<file path="src/rtl/dac_frame_sequencer_if.sv">
// Bus between the command/value generator and the DAC frame sequencer.
// Handshake: start is a request level, taken only when the sequencer is not
// busy (IDLE or the DONE cycle); the sequencer answers with busy for the whole
// transaction and a single-cycle done pulse, and drives the three SPI pins.
interface dac_frame_sequencer_if;
    logic        start;
    logic [15:0] command;
    logic [15:0] value;
    logic        busy;
    logic        done;
    logic        sclk;
    logic        mosi;
    logic        cs_n;

    modport master (
        output start, command, value,
        input  busy, done, sclk, mosi, cs_n
    );

    modport slave (
        input  start, command, value,
        output busy, done, sclk, mosi, cs_n
    );
endinterface

</file>
<file path="src/rtl/dac_frame_sequencer.sv">
// Sends a latched command word, then a latched value word, as two SPI frames
// (MSB first, sclk idle low) separated by a cs_n-high gap. The pin outputs are
// decoded from the registered state, so they change one edge after a decision.
module dac_frame_sequencer #(
    parameter int CLK_DIV = 4,
    parameter int GAP     = 2
) (
    input  logic                   clk,
    input  logic                   reset,
    dac_frame_sequencer_if.slave   bus,
    output logic [2:0]             state_dbg
);

    typedef enum logic [2:0] {
        ST_IDLE     = 3'd0,
        ST_SETUP    = 3'd1,
        ST_SHIFT_HI = 3'd2,
        ST_SHIFT_LO = 3'd3,
        ST_GAP      = 3'd4,
        ST_DONE     = 3'd5
    } state_t;

    localparam logic [15:0] DIV_RELOAD = 16'(CLK_DIV - 1);
    localparam logic [15:0] GAP_RELOAD = 16'(GAP - 1);

    state_t      state;
    state_t      state_nxt;
    logic [15:0] cmd_q;
    logic [15:0] val_q;
    logic        frame;      // 0: command frame, 1: value frame
    logic [4:0]  bit_cnt;    // bits already clocked out of the current frame
    logic [15:0] div_cnt;    // cycles left in the current phase, minus one

    logic        accept;
    logic        phase_end;
    logic [15:0] cur_word;
    logic [3:0]  bit_idx;
    logic        cur_bit;

    assign accept    = bus.start && (state == ST_IDLE || state == ST_DONE);
    assign phase_end = (div_cnt == 16'd0);
    assign cur_word  = frame ? val_q : cmd_q;
    // After the last bit the index stays on bit 0 so mosi holds through the hold time.
    assign bit_idx   = bit_cnt[4] ? 4'd0 : (4'd15 - bit_cnt[3:0]);
    assign cur_bit   = cur_word[bit_idx];
    assign state_dbg = state;

    // State register.
    always_ff @(posedge clk) begin
        if (reset) begin
            state <= ST_IDLE;
        end else begin
            state <= state_nxt;
        end
    end

    // Next-state decision and Moore decode of the pins and status.
    always_comb begin
        state_nxt = state;
        bus.busy  = 1'b0;
        bus.done  = 1'b0;
        bus.sclk  = 1'b0;
        bus.mosi  = 1'b0;
        bus.cs_n  = 1'b1;
        case (state)
            ST_IDLE: begin
                if (bus.start) state_nxt = ST_SETUP;
            end
            ST_SETUP: begin
                bus.busy = 1'b1;
                bus.cs_n = 1'b0;
                bus.mosi = cur_bit;
                if (phase_end) state_nxt = ST_SHIFT_HI;
            end
            ST_SHIFT_HI: begin
                bus.busy = 1'b1;
                bus.cs_n = 1'b0;
                bus.sclk = 1'b1;
                bus.mosi = cur_bit;
                if (phase_end) state_nxt = ST_SHIFT_LO;
            end
            ST_SHIFT_LO: begin
                bus.busy = 1'b1;
                bus.cs_n = 1'b0;
                bus.mosi = cur_bit;
                if (phase_end) begin
                    if (bit_cnt == 5'd16) begin
                        state_nxt = frame ? ST_DONE : ST_GAP;
                    end else begin
                        state_nxt = ST_SHIFT_HI;
                    end
                end
            end
            ST_GAP: begin
                bus.busy = 1'b1;
                if (phase_end) state_nxt = ST_SETUP;
            end
            ST_DONE: begin
                bus.done  = 1'b1;
                state_nxt = bus.start ? ST_SETUP : ST_IDLE;
            end
            default: begin
                state_nxt = ST_IDLE;
            end
        endcase
    end

    // Word latches, frame select, bit counter and phase divider.
    always_ff @(posedge clk) begin
        if (reset) begin
            cmd_q   <= 16'd0;
            val_q   <= 16'd0;
            frame   <= 1'b0;
            bit_cnt <= 5'd0;
            div_cnt <= 16'd0;
        end else if (accept) begin
            cmd_q   <= bus.command;
            val_q   <= bus.value;
            frame   <= 1'b0;
            bit_cnt <= 5'd0;
            div_cnt <= DIV_RELOAD;
        end else begin
            case (state)
                ST_SETUP, ST_SHIFT_HI, ST_SHIFT_LO: begin
                    if (phase_end) begin
                        div_cnt <= DIV_RELOAD;
                        if (state == ST_SHIFT_HI) begin
                            bit_cnt <= bit_cnt + 5'd1;
                        end
                        if (state == ST_SHIFT_LO && bit_cnt == 5'd16 && !frame) begin
                            div_cnt <= GAP_RELOAD;
                        end
                    end else begin
                        div_cnt <= div_cnt - 16'd1;
                    end
                end
                ST_GAP: begin
                    if (phase_end) begin
                        frame   <= 1'b1;
                        bit_cnt <= 5'd0;
                        div_cnt <= DIV_RELOAD;
                    end else begin
                        div_cnt <= div_cnt - 16'd1;
                    end
                end
                default: begin
                end
            endcase
        end
    end

endmodule

</file>
<file path="src/flat_wrapper.sv">
// flat-port wrapper written by rule: the top's interface ports become plain ports
module dac_frame_sequencer_flat 
#(
    parameter int CLK_DIV = 4,
    parameter int GAP     = 2
)
  (clk, reset, state_dbg, bus_start, bus_command, bus_value, bus_busy, bus_done, bus_sclk, bus_mosi, bus_cs_n);
  dac_frame_sequencer_if bus_i ();
  input  logic clk;
  input  logic reset;
  output logic [2:0] state_dbg;
  input wire logic [$bits(bus_i.start)-1:0] bus_start;
  input wire logic [$bits(bus_i.command)-1:0] bus_command;
  input wire logic [$bits(bus_i.value)-1:0] bus_value;
  output wire logic [$bits(bus_i.busy)-1:0] bus_busy;
  output wire logic [$bits(bus_i.done)-1:0] bus_done;
  output wire logic [$bits(bus_i.sclk)-1:0] bus_sclk;
  output wire logic [$bits(bus_i.mosi)-1:0] bus_mosi;
  output wire logic [$bits(bus_i.cs_n)-1:0] bus_cs_n;
  assign bus_i.start = bus_start;
  assign bus_i.command = bus_command;
  assign bus_i.value = bus_value;
  assign bus_busy = bus_i.busy;
  assign bus_done = bus_i.done;
  assign bus_sclk = bus_i.sclk;
  assign bus_mosi = bus_i.mosi;
  assign bus_cs_n = bus_i.cs_n;
  dac_frame_sequencer #(.CLK_DIV(CLK_DIV), .GAP(GAP)) u_core (.clk(clk), .reset(reset), .bus(bus_i), .state_dbg(state_dbg));
endmodule
</file>
<file path="config.mk">
export PLATFORM = sky130hd
export DESIGN_NAME = dac_frame_sequencer_flat
export DESIGN_NICKNAME = d
export VERILOG_FILES = /design/src/rtl/dac_frame_sequencer_if.sv /design/src/rtl/dac_frame_sequencer.sv /design/src/flat_wrapper.sv
export SDC_FILE = /design/constraint.sdc
export NUM_CORES = 1
export LEC_CHECK = 0
export BUFFER_PORTS_ARGS = -buffer_cell sky130_fd_sc_hd__buf_2
export CAP_MARGIN = 20
export CORE_MARGIN = 4
export CORE_UTILIZATION = 35
export CTS_CLUSTER_DIAMETER = 200
export DETAILED_ROUTE_END_ITERATION = 12
export GPL_TIMING_DRIVEN = 0
export SLEW_MARGIN = 20
export SYNTH_ARGS = -nofsm -noshare
export SYNTH_HDL_FRONTEND = slang
export SYNTH_SLANG_ARGS = --single-unit
</file>
<file path="constraint.sdc">
create_clock -name clk -period 3.3 [get_ports clk]
set_input_delay 0.33 -clock clk [delete_from_list [all_inputs] [get_ports clk]]
set_output_delay 0.33 -clock clk [all_outputs]
set_load 0.02 [all_outputs]
</file>
* Yosys cells after proc, flatten, opt, wreduce, memory -nomap -nowiden
Index checks and enable logic that the tools add are counted.
** Storage, ports and cells
- Register bits :: 57
- Bits of input ports :: 35
- Output and inout port bits :: 8
- Logic and storage cells :: 66
** Operators by class
- Add/subtract/negate cells :: 3
- Order comparisons :: 1
- Equality and inequality tests :: 13
- Mux-type cells :: 27
- Reduce and logical (&&, ||, !) cells :: 15
** Operators with widths (number)
- two-way mux 16 bit :: 3
- case mux 16 bit (2 select lines) :: 1
- two-way mux 3 bit :: 6
- case mux 3 bit (6 select lines) :: 1
- zero test 16 bit :: 1
- subtractor 16 x 1 -> 16 bit (second input constant) :: 1
- two-way mux 5 bit :: 3
- != test 2 x 1 -> 1 bit (second input constant) :: 6
- case mux 5 bit (2 select lines) :: 1
- two-way mux 1 bit :: 8
- == test 3 x 2 -> 1 bit (second input constant) :: 2
- == test 3 bit (second input constant) :: 2
- adder 5 x 1 -> 5 bit (second input constant) :: 1
- == test 5 bit (second input constant) :: 1
- < comparator 4 x 5 -> 1 bit (second input constant) :: 1
- AND reduction 5 bit :: 1
- binary-select mux 1 bit (select 4 bit) :: 1
- two-way mux 2 bit :: 2
- two-way mux 4 bit :: 1
- AND reduction 4 bit :: 1
- OR reduction 4 bit :: 1
- subtractor 4 bit (first input constant) :: 1
- == test 3 x 1 -> 1 bit (second input constant) :: 1
- logical AND 1 bit :: 3
- 9 further kinds :: 9

* Depth between registers and ports, before layout
Gate-level depths: netlist of the first run.
- Word-level depth :: 7
- Mapped depth :: 9
- Mapped depth without buffers :: 7

* Worst setup path after synthesis of the first run
OpenSTA, ideal clock, no wires.
- Path type :: register to register
- From :: reg u_core.div_cnt[7]
- To :: reg u_core.state[2], in the netlist u_core.state_dbg[2]
- Library setup time :: 70 ps
- Data arrival time :: 2242 ps
- Data required time :: 3230 ps
- Setup slack :: 988 ps
- Cell stages (with the launch flop) :: 8
- Buffers on the path :: 2
- Period minus slack after synthesis :: 2312 ps
- Path through :: dfxtp_1 or4_4 or3_1 buf_2 or3_1 clkbuf_2 or3_1 a21oi_1
** Between the ends
- Word-level cells in the longest chain between the ends :: 3
- Elaborated cells between the ends (all ways) :: 6
- Those cells by class :: eq/ne: 4; reduce/logical: 2
** Ends and longest elaborated chain
- start: declaration :: RTL line dac_frame_sequencer.sv:32 : logic [15:0] div_cnt;
- start signal: assignment :: RTL line dac_frame_sequencer.sv:134 : div_cnt <= div_cnt - 16'd1;
- start signal: assignment :: RTL line dac_frame_sequencer.sv:143 : div_cnt <= div_cnt - 16'd1;
- zero test 16 bit (*) :: RTL line dac_frame_sequencer.sv:41 : assign phase_end = (div_cnt == 16'd0);
- != test 2 x 1 -> 1 bit (no source line)
- AND reduction 5 bit (no source line) (*)
- end signal: assignment :: RTL line dac_frame_sequencer.sv:53 : state <= state_nxt;
- end: declaration :: RTL line dac_frame_sequencer.sv:26 : state_t state;
Mark *: on every way between the ends. The rest lies on a longest branch, timed or not.
A chain may end at the register's enable or synchronous reset.

* Final worst setup path of the first run
- From :: reg u_core.frame
- To :: out bus_mosi
** Between the ends
- Word-level cells in the longest chain between the ends :: 4
** Ends and longest elaborated chain
- start: declaration :: RTL line dac_frame_sequencer.sv:30 : logic frame;
- start signal: assignment :: RTL line dac_frame_sequencer.sv:113 : frame <= 1'b0;
- start signal: assignment :: RTL line dac_frame_sequencer.sv:119 : frame <= 1'b0;
- start signal: assignment :: RTL line dac_frame_sequencer.sv:139 : frame <= 1'b1;
- two-way mux 16 bit :: RTL line dac_frame_sequencer.sv:42 : assign cur_word = frame ? val_q : cmd_q;
- binary-select mux 1 bit (select 4 bit) :: RTL line dac_frame_sequencer.sv:45 : assign cur_bit = cur_word[bit_idx];
- two-way mux 1 bit (not written as such) :: RTL line dac_frame_sequencer.sv:45
- two-way mux 1 bit :: RTL line dac_frame_sequencer.sv:65 : case (state)
- end: declaration :: RTL line flat_wrapper.sv:18 : output wire logic [$bits(bus_i.mosi)-1:0] bus_mosi;
No other way between the ends. The select of a mux whose other input is x is not followed.

==> results of run 1 <==
[sequential cells by signal (all words and copies together), names as in the netlist]
register and flops:
u_core.bit_cnt 5, u_core.frame 1, u_core.val_q 16, u_core.state_dbg 3
u_core.cmd_q 16, u_core.div_cnt 16
[logic make-up after synthesis]
| group | after synthesis | share of synthesized area [%] |
|---|---|---|
| compound gates | 71 | 15.3 |
| xor+xnor | 14 | 4.47 |
| fa+ha+maj | 3 | 1.37 |
| buf+inv | 33 | 4.70 |
| flops | 57 | 41.6 |
| mux | 10 | 6.02 |
| simple gates | 161 | 26.5 |
[synthesized netlist by cell type (all sizes together), types with 3 or more instances]
cell	count	area [µm²]
mux4	5	113
nor2	33	124
clkbuf	23	87.6
nand4	4	25.0
nor3b	4	30.0
nor3	11	55.1
ha	3	37.5
nand2b	3	18.8
or3	7	43.8
nand2	75	282
xnor2	9	78.8
nand3	8	40.0
o21ai	6	30.0
mux2i	3	30.0
nor4	6	37.5
a21oi	46	230
inv	6	22.5
dfxtp	57	1140
buf	4	18.8
xor2	5	43.8
[worst max-delay path, stage by stage (launching register included)]
cell,delay [ps]
dfxtp_1,320
clkbuf_1,320
clkbuf_1,520
mux4_2,400
o2111ai_1,190
o211a_1,180
a31oi_1,50
buf_2,180
[worst max path at each step]
stage                      startpoint                   to  slack [ps]  depth (start not counted)
finish                   u_core.frame             bus_mosi         470                          7
global route             u_core.frame             bus_mosi         250                          6
CTS                      u_core.frame             bus_mosi         400                          7
detailed placement  u_core.div_cnt[7]   u_core.div_cnt[12]         700                          8
global placement    u_core.div_cnt[7]   u_core.div_cnt[15]         680                          8
floorplan           u_core.div_cnt[7]  u_core.state_dbg[2]         990                          7
[power breakdown]
group / internal [mW] / leakage, nW / switching [mW] / total, mW
clock network: 0.370 / 0.0985 / 0.295 / 0.664
logic: 0.412 / 0.670 / 0.644 / 1.06
registers: 0.830 / 0.466 / 0.114 / 0.944
[per-layer routing]
| metal | GRT usage [%] | share of wire (%) | up-vias |
|---|---|---|---|
| met5 | 0 | 0 | - |
| met4 | 5.37 | 1.4 | 0 |
| met3 | 4.65 | 5.5 | 12 |
| met1 | 19.4 | 47 | 1159 |
| met2 | 25.6 | 46 | 52 |
| li1 | - | - | 1314 |
[through the flow]
stage | hold slack, ps | power [mW] | util, %
after global placement | 441 | 2.00 | 40.1
after CTS | 198 | 2.69 | 42.7
after detailed placement | 446 | 2.02 | 40.1
final | 212 | 2.66 | 42.7
after global routing | 205 | 2.87 | 42.7
after floorplan | 432 | 1.74 | -
[area by class of cell]
class	instances	share of cell area (%)
well taps	102	3.88
multi-input cells	259	44.8
plain buffers	27	3.24
repair buffers	42	6.40
flip-flops and latches	57	34.7
clock buffers	10	4.19
inverters	6	0.685
clock inverters	6	2.06
[cell usage in the layout, fill, tap and decap left out, types with 2 or more instances in the layout]
cell        instances
a21o_1              2
mux4_2              5
clkinvlp_4          2
nor2_1             33
clkinv_4            2
dfxtp_1            57
or2_2               2
and2_1              2
buf_2              45
nand2b_1            3
xnor2_1             9
nand4_1             4
nand2_1            75
a21oi_1            46
nor3b_1             4
mux2i_1             3
xor2_1              5
or3_1               7
mux2_2              2
o21ai_0             6
ha_1                3
nor2b_1             2
clkbuf_8           10
clkbuf_1           22
a311oi_1            2
nor3_1             11
nand3_1             8
inv_1               6
a211o_1             2
nor4_1              6
==> results.md, run 1 <==
* Status: completed
* Peak supply drop at approximately 370 µV
* Synth cell types at 46
* Multi-input logic area at approximately 0.0015 mm²
* Reg area at ~0.0011 mm²
* Min cycle time layout at approximately 2800 ps
* Power density over cell area at between 800 and 900 mW/mm²
* Critical Path Start Type: register
* Measured slew at the worst slew-check pin at 650 ps
* Clock latency on the worst-skew pair at roughly 350 ps
* Starting density of the core at a little over a third
* Worst-case clock buffer depth at 2
* Post-CTS repair timing setup buffer count at 0
* Period utilization at 85.7%
* Overall Global Routing Usage at between 10% and 20%
* Port Buffers at 42
* Die X at about 97 µm
* FMAX at ~350 MHz
* Warnings, synthesis at 0
* Initial antenna violation count at 0
* Clock root cell: clkbuf_8
* Setup TNS at 0 ps
* DIE AREA at between 0.009 and 0.01 mm²
* Gp weighted congestion at between 0.7 and 0.8
* Clk pin slew, worst setup/hold paths at ~70 ps
* Post-synth EDFFs at 0
* CTS tree: done
* Placed cell areas at about 0.003 mm²
* Register bit count reported by yosys at 57
* Placeable Area at 0.00769 mm²
* Num CTS Buffers at 9
* TritonCTS Sinks at 57
* ANT cells at 0
* Share of post-route cells with drive strength above 1 at 18.4%
* Post-Layout Cell Count at slightly above 500
* Avg Cell Area, Syn at between 7 and 8 µm²
* WL/cell at 13.0 µm
* CP max FO at 10
* Top FF cell, synth: dfxtp_1
* Die Span Y at between 90 and 100 µm
* Number of global-route vias before repair at between 2k and 2.5k
* Vias after detailed routing at between 2k and 3k
* Sequential-to-total area share from yosys stat at between 40% and 50%
* Cts repair resizes at 0
* RSZ-0062 raised after global routing: false
* Cell area after layout at around 0.0033 mm²
* Drt drc at 0
* Terminating pin of the worst hold path: u_core.val_q[9]
* Leakage at between 1 and 1.5 nW
* Req. time, crit path at between 2000 and 3000 ps
* Syn Inst Count at about 350
* Cell count of the worst reg-to-reg path at 8
* Drt via density at about 5
* Setup Slack @ Placement at about 700 ps
* Worst Hold Depth at 3
* R2R Path Start: u_core.div_cnt[7]
* Worst R2R Setup Slack at roughly 700 ps
* Worst Hold Class: primary input to register
* Max-cap violations at 0
* FFs w/ async S/R, synth at 0%
* CP Data Arrival Time at 2500 ps
* Fill cells at 850
* Gr ovfl total at 0
* First-pass GRT wire length at about 11000 µm
* Hold Buf Count CTS at 0
* Setup slack after layout at 473 ps
* Crit end category: output pin
* IO Pins at between 40 and 50
* Pin count of the biggest net entering global routing at 12
* WS Path Type: register to output pin
* DRT Pass-1 Iters at 4
* Post-layout nets at 440
* Final setup fails at 0
* Max Slew Vio Count at 0
* Final HPWL DP at just under 5000 µm
* Syn nets at between 300 and 400
* Area grow syn2layout at 19.8%
* Rows at 32
* Final WL at ~6600 µm
* Antenna Nets Post-Route at 0
* Dpl cells at just under 500
* Reg2reg end: u_core.div_cnt[10]
* Hold Vio Cnt, Final at 0
* Synthesized area at around 0.0027 mm²
* DRT iter0 DRCs at between 100 and 150
* Slew margin rel. at a little under three fifths
* Clock skew at 12.3 ps
* HP Start: bus_value[9]
* H-tree depth at 3
No activity file was read; power rests on OpenSTA's default activity.
==> run 2, diff against run 1 <==
CORE_UTILIZATION = 50   (was 35)
PLACE_DENSITY = 0.72   (was not set)
==> results.md, run 2 (synthesis results as in run 1) <==
* Slew margin rel. at 51.6% (-5.0 points)
* Final setup fails at 0 (unchanged)
* Port Buffers at 42 (unchanged)
* Critical Path Start Type: register
* Post-layout nets at 440 (unchanged)
* Area grow syn2layout at 19.8% (about the same)
* Setup Slack @ Placement at 817 ps (+120 ps)
* Hold Buf Count CTS at 0 (unchanged)
* Rows at 26 (-19%)
* Gr ovfl total at 0 (unchanged)
* Worst-case clock buffer depth at 2 (unchanged)
* Min cycle time layout at 2830 ps (+6.72 ps)
* Setup slack after layout at 466 ps (-6.72 ps)
* Final HPWL DP at 4670 µm (-6.2%)
* R2R Path Start: u_core.div_cnt[7]
* DRT iter0 DRCs at 214 (+100%)
* Clock skew at 7.27 ps (-5.05 ps)
* Drt drc at 0 (unchanged)
* Clock root cell: clkbuf_8
* Commonest non-fill, non-tap cell in the layout: nand2_1
* Initial antenna violation count at 0 (unchanged)
* Antenna Nets Post-Route at 0 (unchanged)
* Number of global-route vias before repair at 2182 (-10%)
* CP max FO at 10 (unchanged)
* TritonCTS Sinks at 57 (unchanged)
* Placeable Area at 0.00520 mm² (-32%)
* Regs by FF count: u_core.cmd_q x16, u_core.div_cnt x16, u_core.val_q x16
* CP Data Arrival Time at 2500 ps (about the same)
* DRT Pass-1 Iters at 4 (unchanged)
* Clock latency on the worst-skew pair at 340 ps (about the same)
* Status: completed
* Leakage at 1.26 nW (+1.7%)
* PnR Total Power at 2.78 mW (+4.5%)
* CP max stage delay at 510 ps (about the same)
* Hold Vio Cnt, Final at 0 (unchanged)
* HP Start: bus_value[0]
* Die X at 82.1 µm (-15%)
* FMAX at 353 MHz (-0.24%)
* WL/cell at 13.2 µm (+1.4%)
* Share of post-route cells with drive strength above 1 at 18.2% (-0.25 points)
* Post-CTS repair timing setup buffer count at 0 (unchanged)
* Clk pin slew, worst setup/hold paths at 70 ps (about the same)
* Crit-path slowest cell: clkbuf_1
* H-tree depth at 3 (unchanged)
* Peak supply drop at 537 µV (+44%)
* Power density over cell area at 848 mW/mm² (+4.5%)
* DIE AREA at 0.00673 mm² (-28%)
* Most frequent cells in the layout: nand2_1 (75), dfxtp_1 (57), a21oi_1 (46), buf_2 (45), nor2_1 (33)
* WS Path Type: register to output pin
* RSZ-0062 raised after global routing: false
* Worst Hold Class: primary input to register
* Cts repair resizes at 0 (unchanged)
* Gp weighted congestion at 0.793 (+4.2%)
* Num CTS Buffers at 9 (unchanged)
* Max Slew Vio Count at 0 (unchanged)
* Crit end category: output pin
* Worst Setup SP: u_core.frame
* Setup TNS at 0 ps (unchanged)
* Post-Layout Cell Count at 477 (-6.3%)
* Vias after detailed routing at 2523 (-0.55%)
* Worst-path cell chain: clkbuf_1 -> clkbuf_1 -> mux4_2 -> o2111ai_1 -> o211a_1 -> a31oi_1 -> buf_2
* ANT cells at 0 (unchanged)
* IO Pins at 43 (unchanged)
* Final WL at 6300 µm (-5.0%)
* Max-cap violations at 0 (unchanged)
* Top delay family on crit path: buffers and inverters
* Period utilization at 85.9% (+0.20 points)
* Pin count of the biggest net entering global routing at 11 (-1)
* Dpl cells at 461 (-6.5%)
* CTS tree: done
* CP most frequent cell: clkbuf_1
* Req. time, crit path at 2970 ps (about the same)
* Overall Global Routing Usage at 20.6% (+5.1 points)
* Measured slew at the worst slew-check pin at 724 ps (+74.5 ps)
* Drt via density at 5.29 (+6.1%)
* Die Span Y at 82.1 µm (-15%)
* Starting density of the core at 52.7% (+17 points)
* First-pass GRT wire length at 10400 µm (-7.5%)
* WP buf/inv at 3 (unchanged)
## run 2: area by class of cell
class,instances,area [µm²]
clock inverter,5,103
sequential,57,1140
clock buffer,11,141
timing repair buffer,42,210
buffer,27,106
inverter,6,22.5
tap,70,87.6
multi-input combinational,259,1470
fill,491,1920
## run 2: final timing paths
path	cells after the start	slack [ps]	end
worst max-delay path	7	470	bus_mosi
worst min-delay path	3	220	u_core.val_q[0]
worst max register to register	8	810	u_core.div_cnt[10]
worst min register to register	2	450	u_core.val_q[3]
## run 2: per-layer routing
layer  track usage, %  routed length [µm]  up-vias
li1                 -                   -     1306
met1             27.1                2950     1146
met2             31.5                2880       61
met3             6.25                 357       10
met4             8.31                 112        0
met5                0                   0        -
## run 2: worst reg2reg max path: cells and delay by family, from the launching register on
family	cells	cell delay, ps
simple gates	4	1170
flops	1	350
buf+inv	3	660
compound gates	1	210
## run 2: metrics by stage
stage / hold slack, ps / cell area, µm² / utilization, %
after floorplan: 432 / 2740 / -
after global placement: 441 / 3040 / 58.4
after detailed placement: 447 / 3040 / 58.4
after CTS: 204 / 3280 / 63.1
after global routing: 207 / 3280 / 63.1
final: 221 / 3280 / 63.1
## run 2: power breakdown
group          internal (mW)  switching [mW]
clock                  0.521           0.277
combinational          0.412           0.633
sequential             0.830           0.111
